$ cat src/rtl/mips_pkg.sv
// rtl/mips_pkg.sv - shared opcode, state and control-encoding definitions for the MIPS core
package mips_pkg;

   localparam logic [5:0] OP_RTYPE = 6'b000000;
   localparam logic [5:0] OP_ORI   = 6'b001101;
   localparam logic [5:0] OP_LUI   = 6'b001111;
   localparam logic [5:0] OP_LW    = 6'b100011;
   localparam logic [5:0] OP_SW    = 6'b101011;
   localparam logic [5:0] OP_BEQ   = 6'b000100;
   localparam logic [5:0] OP_J     = 6'b000010;
   localparam logic [5:0] OP_JAL   = 6'b000011;

   localparam logic [5:0] FN_ADDU = 6'b100001;
   localparam logic [5:0] FN_SUBU = 6'b100011;
   localparam logic [5:0] FN_OR   = 6'b100101;
   localparam logic [5:0] FN_SLT  = 6'b101010;

   typedef enum logic [3:0] {
      S_FETCH, S_DCD, S_EXE, S_AWB, S_MADR, S_MRD, S_MWB, S_MWR, S_BR, S_TRAP
   } state_t;

   localparam logic [2:0] ALU_ADD   = 3'b000;
   localparam logic [2:0] ALU_SUB   = 3'b001;
   localparam logic [2:0] ALU_OR    = 3'b010;
   localparam logic [2:0] ALU_SLT   = 3'b011;
   localparam logic [2:0] ALU_PASSB = 3'b100;

   localparam logic [1:0] EXT_ZERO = 2'b00;
   localparam logic [1:0] EXT_SIGN = 2'b01;
   localparam logic [1:0] EXT_HIGH = 2'b10;

   localparam logic [1:0] NPC_PC4 = 2'b00;
   localparam logic [1:0] NPC_BR  = 2'b01;
   localparam logic [1:0] NPC_J   = 2'b10;

   localparam logic [1:0] WD_ALU = 2'b00;
   localparam logic [1:0] WD_DM  = 2'b01;
   localparam logic [1:0] WD_PC  = 2'b10;

   localparam logic [1:0] A3_RT  = 2'b00;
   localparam logic [1:0] A3_RD  = 2'b01;
   localparam logic [1:0] A3_R31 = 2'b10;

   localparam logic [1:0] CAUSE_NONE = 2'b00;
   localparam logic [1:0] CAUSE_ILL  = 2'b01;
   localparam logic [1:0] CAUSE_TMO  = 2'b10;

   function automatic logic is_legal(input logic [5:0] op, input logic [5:0] funct);
      logic ok;
      ok = 1'b0;
      case (op)
         OP_RTYPE: ok = (funct == FN_ADDU) || (funct == FN_SUBU) ||
                        (funct == FN_OR)   || (funct == FN_SLT);
         OP_ORI, OP_LUI, OP_LW, OP_SW, OP_BEQ, OP_J, OP_JAL: ok = 1'b1;
         default: ok = 1'b0;
      endcase
      return ok;
   endfunction

endpackage

$ cat src/rtl/wait_timer.sv
// rtl/wait_timer.sv - memory wait counter; flags a timeout once WAIT_LIMIT idle cycles have elapsed
module wait_timer #(
   parameter int WAIT_LIMIT = 16,
   parameter int WCNT_W     = 5
) (
   input  logic clk,
   input  logic rst,
   input  logic active,
   input  logic rdy,
   output logic timeout
);

   logic [WCNT_W-1:0] cnt;

   // ready in the limit cycle still completes the access
   assign timeout = (WAIT_LIMIT != 0) && active && !rdy &&
                    (cnt == WCNT_W'(WAIT_LIMIT));

   always_ff @(posedge clk or posedge rst) begin
      if (rst)
         cnt <= '0;
      else if (!active || rdy)
         cnt <= '0;
      else if (!timeout)
         cnt <= cnt + 1'b1;
   end

endmodule

$ cat src/rtl/mc_ctrl.sv
// rtl/mc_ctrl.sv - multi-cycle MIPS control FSM with memory handshakes and timeout trap
module mc_ctrl
   import mips_pkg::*;
#(
   parameter int WAIT_LIMIT = 16,
   parameter int WCNT_W     = 5
) (
   input  logic       clk,
   input  logic       rst,
   input  logic [5:0] op,
   input  logic [5:0] funct,
   input  logic       zero,
   input  logic       im_rdy,
   input  logic       dm_rdy,
   output logic       im_req,
   output logic       dm_req,
   output logic       PCWr,
   output logic       IRWr,
   output logic       RFWr,
   output logic       DMWr,
   output logic [1:0] EXTOp,
   output logic [2:0] ALUOp,
   output logic [1:0] NPCOp,
   output logic       BSel,
   output logic [1:0] WDSel,
   output logic [1:0] A3Sel,
   output logic       trap,
   output logic [1:0] cause
);

   state_t     state, next;
   logic [1:0] cause_q;
   logic       wt_active, wt_rdy, tmo;

   assign wt_active = (state == S_FETCH) || (state == S_MRD) || (state == S_MWR);
   assign wt_rdy    = (state == S_FETCH) ? im_rdy : dm_rdy;

   wait_timer #(.WAIT_LIMIT(WAIT_LIMIT), .WCNT_W(WCNT_W)) u_wait_timer (
      .clk     (clk),
      .rst     (rst),
      .active  (wt_active),
      .rdy     (wt_rdy),
      .timeout (tmo)
   );

   always_ff @(posedge clk or posedge rst) begin
      if (rst) begin
         state   <= S_FETCH;
         cause_q <= CAUSE_NONE;
      end else begin
         state <= next;
         if (state != S_TRAP && next == S_TRAP)
            cause_q <= (state == S_DCD) ? CAUSE_ILL : CAUSE_TMO;
      end
   end

   always_comb begin
      next = state;
      case (state)
         S_FETCH: if (im_rdy) next = S_DCD; else if (tmo) next = S_TRAP;
         S_DCD: begin
            if (!is_legal(op, funct))
               next = S_TRAP;
            else if (op == OP_J || op == OP_JAL)
               next = S_FETCH;
            else if (op == OP_BEQ)
               next = S_BR;
            else if (op == OP_LW || op == OP_SW)
               next = S_MADR;
            else
               next = S_EXE;
         end
         S_EXE:   next = S_AWB;
         S_AWB:   next = S_FETCH;
         S_MADR:  next = (op == OP_LW) ? S_MRD : S_MWR;
         S_MRD:   if (dm_rdy) next = S_MWB; else if (tmo) next = S_TRAP;
         S_MWB:   next = S_FETCH;
         S_MWR:   if (dm_rdy) next = S_FETCH; else if (tmo) next = S_TRAP;
         S_BR:    next = S_FETCH;
         S_TRAP:  next = S_TRAP;
         default: next = S_FETCH;
      endcase
   end

   assign trap  = (state == S_TRAP);
   assign cause = cause_q;

   // everything is held low while rst is asserted so an aborted instruction writes nothing
   always_comb begin
      im_req = 1'b0;
      dm_req = 1'b0;
      PCWr   = 1'b0;
      IRWr   = 1'b0;
      RFWr   = 1'b0;
      DMWr   = 1'b0;
      EXTOp  = EXT_ZERO;
      ALUOp  = ALU_ADD;
      NPCOp  = NPC_PC4;
      BSel   = 1'b0;
      WDSel  = WD_ALU;
      A3Sel  = A3_RT;
      if (!rst) begin
         case (state)
            S_FETCH: begin
               im_req = 1'b1;
               IRWr   = im_rdy;
               PCWr   = im_rdy;
            end
            S_DCD: begin
               if (op == OP_J || op == OP_JAL) begin
                  PCWr  = 1'b1;
                  NPCOp = NPC_J;
               end
               if (op == OP_JAL) begin
                  RFWr  = 1'b1;
                  A3Sel = A3_R31;
                  WDSel = WD_PC;
               end
            end
            S_EXE: begin
               if (op == OP_ORI) begin
                  ALUOp = ALU_OR;
                  BSel  = 1'b1;
                  EXTOp = EXT_ZERO;
               end else if (op == OP_LUI) begin
                  ALUOp = ALU_PASSB;
                  BSel  = 1'b1;
                  EXTOp = EXT_HIGH;
               end else begin
                  case (funct)
                     FN_SUBU: ALUOp = ALU_SUB;
                     FN_OR:   ALUOp = ALU_OR;
                     FN_SLT:  ALUOp = ALU_SLT;
                     default: ALUOp = ALU_ADD;
                  endcase
               end
            end
            S_AWB: begin
               RFWr  = 1'b1;
               A3Sel = (op == OP_RTYPE) ? A3_RD : A3_RT;
            end
            S_MADR: begin
               ALUOp = ALU_ADD;
               BSel  = 1'b1;
               EXTOp = EXT_SIGN;
            end
            S_MRD: dm_req = 1'b1;
            S_MWB: begin
               RFWr  = 1'b1;
               WDSel = WD_DM;
            end
            S_MWR: begin
               dm_req = 1'b1;
               DMWr   = !tmo;
            end
            S_BR: begin
               ALUOp = ALU_SUB;
               EXTOp = EXT_SIGN;
               NPCOp = NPC_BR;
               PCWr  = zero;
            end
            default: ;
         endcase
      end
   end

endmodule

$ cat config.mk
export PLATFORM = sky130hd
export DESIGN_NAME = mc_ctrl
export DESIGN_NICKNAME = d
export VERILOG_FILES = /design/src/rtl/mips_pkg.sv /design/src/rtl/wait_timer.sv /design/src/rtl/mc_ctrl.sv
export SDC_FILE = /design/constraint.sdc
export NUM_CORES = 1
export LEC_CHECK = 0
export CAP_MARGIN = 20
export CORE_MARGIN = 2
export CORE_UTILIZATION = 35
export CTS_BUF_LIST = sky130_fd_sc_hd__clkbuf_4
export DETAILED_ROUTE_END_ITERATION = 10
export PLACE_DENSITY = 0.62
export SYNTH_ARGS = -nofsm -noshare
export SYNTH_HDL_FRONTEND = slang
export SYNTH_HIERARCHICAL = 1
export SYNTH_SLANG_ARGS = --single-unit
$ cat constraint.sdc
create_clock -name clk -period 6 [get_ports clk]
set_clock_uncertainty 0.1 [all_clocks]
set_input_delay 0.6 -clock clk [delete_from_list [all_inputs] [get_ports clk]]
set_output_delay 0.6 -clock clk [all_outputs]
set_load 0.01 [all_outputs]
Word level (Yosys, flattened, before mapping)
Index checks and enable logic that the tools add are counted.
{"block": "word_totals", "reg_bits": 11, "wordCells": 100, "inputBits": 17, "output_inout_bits": 21}
{"block": "op_classes", "n_eq_ne": 24, "reduce_logical": 20, "mux": 52, "add_sub_neg": 1}
{"cell": "$eq A6 B6 Y1 const B", "n": 6}
{"cell": "$mux W4", "n": 7}
{"cell": "$pmux W4 S7", "n": 1}
{"cell": "$mux W2", "n": 10}
{"cell": "$mux W1", "n": 18}
{"cell": "$eq A4 B3 Y1 const B", "n": 4}
{"cell": "$pmux W2 S2", "n": 4}
{"cell": "$eq A4 B4 Y1 const B", "n": 3}
{"cell": "$eq A6 B2 Y1 const B", "n": 2}
{"cell": "$eq A6 B4 Y1 const B", "n": 2}
{"cell": "$mux W3", "n": 4}
{"cell": "$mux W5", "n": 2}
{"cell": "$eq A4 B2 Y1 const B", "n": 2}
{"cell": "$logic_or A1 B1 Y1", "n": 8}
{"cell": "$reduce_or A7 Y1", "n": 1}
{"cell": "$eq A6 B3 Y1 const B", "n": 1}
{"cell": "$logic_not A6 Y1", "n": 1}
{"cell": "$pmux W1 S2", "n": 3}
{"cell": "$pmux W2 S3", "n": 1}
{"cell": "$pmux W3 S2", "n": 1}
{"cell": "$reduce_or A2 Y1", "n": 3}
{"cell": "$add A5 B1 Y5 const B", "n": 1}
{"cell": "$eq A5 B5 Y1 const B", "n": 1}
{"cell": "$eq A4 B1 Y1 const B", "n": 1}
{"cell": "6 further kinds", "n": 10}

Longest topological paths before layout
{"block": "logic_depth", "depth_word": 10, "ltp_mapped": 11}

Cells and area by module
Netlist, hierarchy kept.
{"mod": "mc_ctrl", "instances": 1, "area_each_um2": 844.6, "cells_each": 120}
{"mod": "wait_timer", "instances": 1, "area_each_um2": 314.1, "cells_each": 29}

Least setup slack after synthesis
OpenSTA, ideal clock, no wires.
{"block": "synth_path", "path_type": "reg2out", "startpoint": "register state[2]", "endpoint": "output DMWr", "arrival_time_ns": 1.925, "setup_slack_ns": 3.375, "path_stages_with_launch": 8, "path_buffers": 2, "path_cell_list": "dfrtp_1 -> clkbuf_1 -> buf_1 -> nor4_1 -> mux2_2 -> nand2b_1 -> nor2b_1 -> nor3_1"}
{"block": "synth_via", "elab_chain_cells": 8}
{"item": "start: declaration", "line": "mc_ctrl.sv:31", "rtl": "state_t state, next;"}
{"item": "start signal: assignment", "line": "mc_ctrl.sv:51", "rtl": "state <= next;"}
{"item": "$logic_not A4 Y1", "line": "mc_ctrl.sv:36", "rtl": "assign wt_rdy = (state == S_FETCH) ? im_rdy : dm_rdy;"}
{"item": "$mux W1", "line": "mc_ctrl.sv:36"}
{"item": "net wt_rdy", "line": "mc_ctrl.sv:33", "rtl": "logic wt_active, wt_rdy, tmo;"}
{"item": "$logic_not A1 Y1", "line": "wait_timer.sv:16", "rtl": "assign timeout = (WAIT_LIMIT != 0) && active && !rdy &&"}
{"item": "$logic_and A1 B1 Y1 (2 in a row)", "line": "wait_timer.sv:16"}
{"item": "net tmo", "line": "mc_ctrl.sv:33"}
{"item": "$logic_not A1 Y1"}
{"item": "$mux W1", "line": "mc_ctrl.sv:103", "rtl": "case (state)"}
{"item": "$mux W1", "line": "mc_ctrl.sv:102", "rtl": "if (!rst) begin"}
{"item": "end: declaration", "line": "mc_ctrl.sv:20", "rtl": "output logic DMWr,"}
The timed path passes the listed nets, and every way through them passes these cells.

Worst setup path in the final report
{"block": "layout_path", "startpoint": "register state[0]", "endpoint": "output DMWr"}
The elaborated chain is that of the path after synthesis.

==> results.yml <==
outcome:
  status: "complete, no violations"
die:
  num_io_pins: 38
  die_x_um: 61.5
  rows: 20
  start_util_pct: 37.3
  fp.dieH_um: 61.5
  core_region_area_um2: 3100
  dieArea_um2: 3790
clock_network:
  post_cts_resized: 0
  cts_buffer_depth: 2
  cts-htree-levels: 1
  cts.sinks: 11
  post-cts-setup-buffers: 0
  worst_skew_pair.late_latency_ns: 0.27
  cts-buffers-inserted: 3
  cts_root_buf: "clkbuf_4"
  cts_tree: "yes"
  cts_hold_buf: 0
  clk_pin_slew_worst_paths_ns: 0.07
timing:
  setup_tns_ns: 0
  setup_slack_ns: 2.42
  final.min_clock_period_ns: 3.58
  maxSlewHeadroom_pct: 60.1
  finalHoldViolations: 0
  worst_pin_slew_ns: 0.598
  period_share_pct: 59.7
  rsz0062_at_grt: "false"
  fmaxAchievable_mhz: 279
  drv_slew: 0
  setup_viol: 0
  hold_ws_ns: 0.409
finish:
  fin_nets: 202
  layout-drive-gt1-share_pct: 6.04
  antennaDiodeCount: 0
  final_area_um2: 1580
  n_fill_cell: 322
  area_delta_synth_final_pct: 36.7
logic_synthesis:
  yosysWarnings: 6
  async_flop_share_pct: 100
  synth_top_family_by_area: "simple AND/OR/NAND/NOR gates"
  syn_avg_cell_area_um2: 7.78
  synthesis.area_um2: 1160
  synth_edf_count: 0
  synth_top_area_cell: "dfrtp_1"
  synth_xor_area_share_pct: 3.02
  synth_seq_area_share_pct: 23.8
  synth_nets: 168
  synthSimpleGateAreaFrac_pct: 46.3
  synth-seq-cells: 11
  synth.distinct_cells: 42
  synth_fa_ha_area_share_pct: 2.16
  ys_top_cells_by_area: "dfrtp_1, mux2i_1, nand3b_1"
  synth_compound_area_share_pct: 13.7
  postSynthCellCount: 149
  synthFlopType: "dfrtp_1"
  synthMuxAreaShare_pct: 6.16
  synth_top_area_share_pct: 23.8
power:
  clock_power_share_pct: 14.3
  pwr_density_cell_nw_per_um2: 246
  power_frac_seq_pct: 35.2
  power.share.switching_pct: 43.0
  p_int_uw: 222
  vdd_drop_max_mv: 0.197
  comb_power_share_pct: 50.5
  p_sw_uw: 168
  totalPowerFinal_uw: 390
  leakagePower_nw: 0.618
setup_path:
  crit_path_top_delay_cell: "dfrtp_1"
  required_ns: 5.30
  cpLargestDelayFamily: "simple AND/OR/NAND/NOR gates"
  r2r-start: "state[0]$_DFF_PP0_"
  max_stage_delay_ns: 0.58
  worst-path-buf-inv: 1
  rrSetupSlack_ns: 3.18
  crit_cells: 6
  crit_path_start: "state[0]$_DFF_PP0_"
  r2r_cells: 8
  arrival_ns: 2.88
  worst_setup_path_end_kind: "primary output"
  cp_cell_sequence: "nor4_1 -> mux2_2 -> nand2b_1 -> nor2b_1 -> nor3_1 -> clkdlybuf4s50_1"
  critical_path_class: "reg2out"
  worst_setup_path_start_kind: "flip-flop"
  critPathMaxFanout: 19
job:
  maxCapViolations: 0
drt:
  first_pass_iters: 4
  ant_nets: 0
  routedWlPerCell_um: 14.2
  via_per_inst: 5.48
  wirelength_um: 3210
  num_vias: 1238
  drt-initial-drc-count: 27
  drc: 0
placed_design:
  place_congestion: 0.867
  place_ws_ns: 2.51
  dpl_cell_area_um2: 1550
  hpwl_um: 2480
  io_buffers: 37
worst_hold_path:
  hp-class: "reg2reg"
  hp-start: "cause[1]$_DFFE_PP0P_"
  hold_depth: 1
global_route:
  track_usage_pct: 19.1
  grt_start_max_net_pins: 20
  grt_pass1_wl_um: 5460
  grt_pass1_vias: 1207
  overflow: 0
  antenna_found_initial: 0
-- final cells by class --
cell class | instances | area, um^2 | share of cell area [%]
Multi-Input combinational cell | 123 | 827 | 52.2
Inverter | 7 | 26.3 | 1.66
Sequential cell | 11 | 275 | 17.4
Tap cell | 44 | 55.1 | 3.48
Clock buffer | 4 | 30.0 | 1.90
Timing Repair Buffer | 37 | 370 | 23.4
-- power by group through the flow --
stage | clock network (mW) | logic [mW] | registers (mW)
after floorplan | 0 | 0.170 | 0.0959
after global placement | 0 | 0.192 | 0.137
after detailed placement | 0 | 0.197 | 0.138
after CTS | 0.0592 | 0.199 | 0.137
final | 0.0560 | 0.197 | 0.137
after global routing | 0.0636 | 0.220 | 0.145
-- worst paths after layout --
path                                                   end
setup / recovery                                      DMWr
hold / removal                        cause[1]$_DFFE_PP0P_
setup reg to reg                        state[3]$_DFF_PP0_
hold reg to reg                       cause[1]$_DFFE_PP0P_
max in group asynchronous               state[3]$_DFF_PP0_
min in group asynchronous  u_wait_timer/cnt[3]$_DFFE_PP0P_
-- flip-flops by register name, indices dropped and copies added (netlist names) --
| name | count |
|---|---|
| u_wait_timer/cnt | 5 |
| state | 4 |
| cause | 2 |
-- cells by family after synthesis --
logic type / count (synthesis)
adder cells (fa/ha/maj): 2
AO/OA/AOI/OAI: 24
flip-flops: 11
AND/OR/NAND/NOR: 86
XOR/XNOR: 4
multiplexers: 7
buffers and inverters: 15
-- synthesized netlist by cell type, types with 6 or more instances --
library cell / n
nor4_1: 9
nand3b_1: 8
mux2i_1: 6
nor2_1: 11
nor2b_1: 9
inv_1: 7
a21oi_1: 8
nor3_1: 8
nand2b_1: 6
clkbuf_1: 7
dfrtp_1: 11
nand2_1: 7
-- placed cells by master, fill, tap and decap left out, types with 3 or more instances in the layout --
master | netlist | layout
a21oi_1 | 8 | 8
clkdlybuf4s50_1 | 0 | 37
o21ai_0 | 3 | 3
nand3b_1 | 8 | 8
or3b_1 | 3 | 3
and3_1 | 4 | 4
nor3b_1 | 4 | 4
nand2b_1 | 6 | 6
dfrtp_1 | 11 | 11
nand2_1 | 7 | 7
nand3_1 | 4 | 4
nor3_1 | 8 | 8
clkbuf_4 | 0 | 4
nor2_1 | 11 | 11
nor2b_1 | 9 | 9
nor4_1 | 9 | 9
inv_1 | 7 | 7
mux2i_1 | 6 | 6
and2_1 | 4 | 4
-- layer usage --
metal	share of wire, %	vias up	global-route usage, %
met5	0	-	0
li1	-	615	-
met4	0.65	0	4.56
met3	5.4	4	3.78
met2	47	36	32.0
met1	47	583	25.2
-- stage by stage --
step                      std cells  utilization [%]
final                           226             51.0
after global routing            226             51.0
after CTS                       226             51.0
after detailed placement        222             50.1
after global placement          222             50.1
after floorplan                 149                -
No activity file was read; power rests on OpenSTA's default activity.
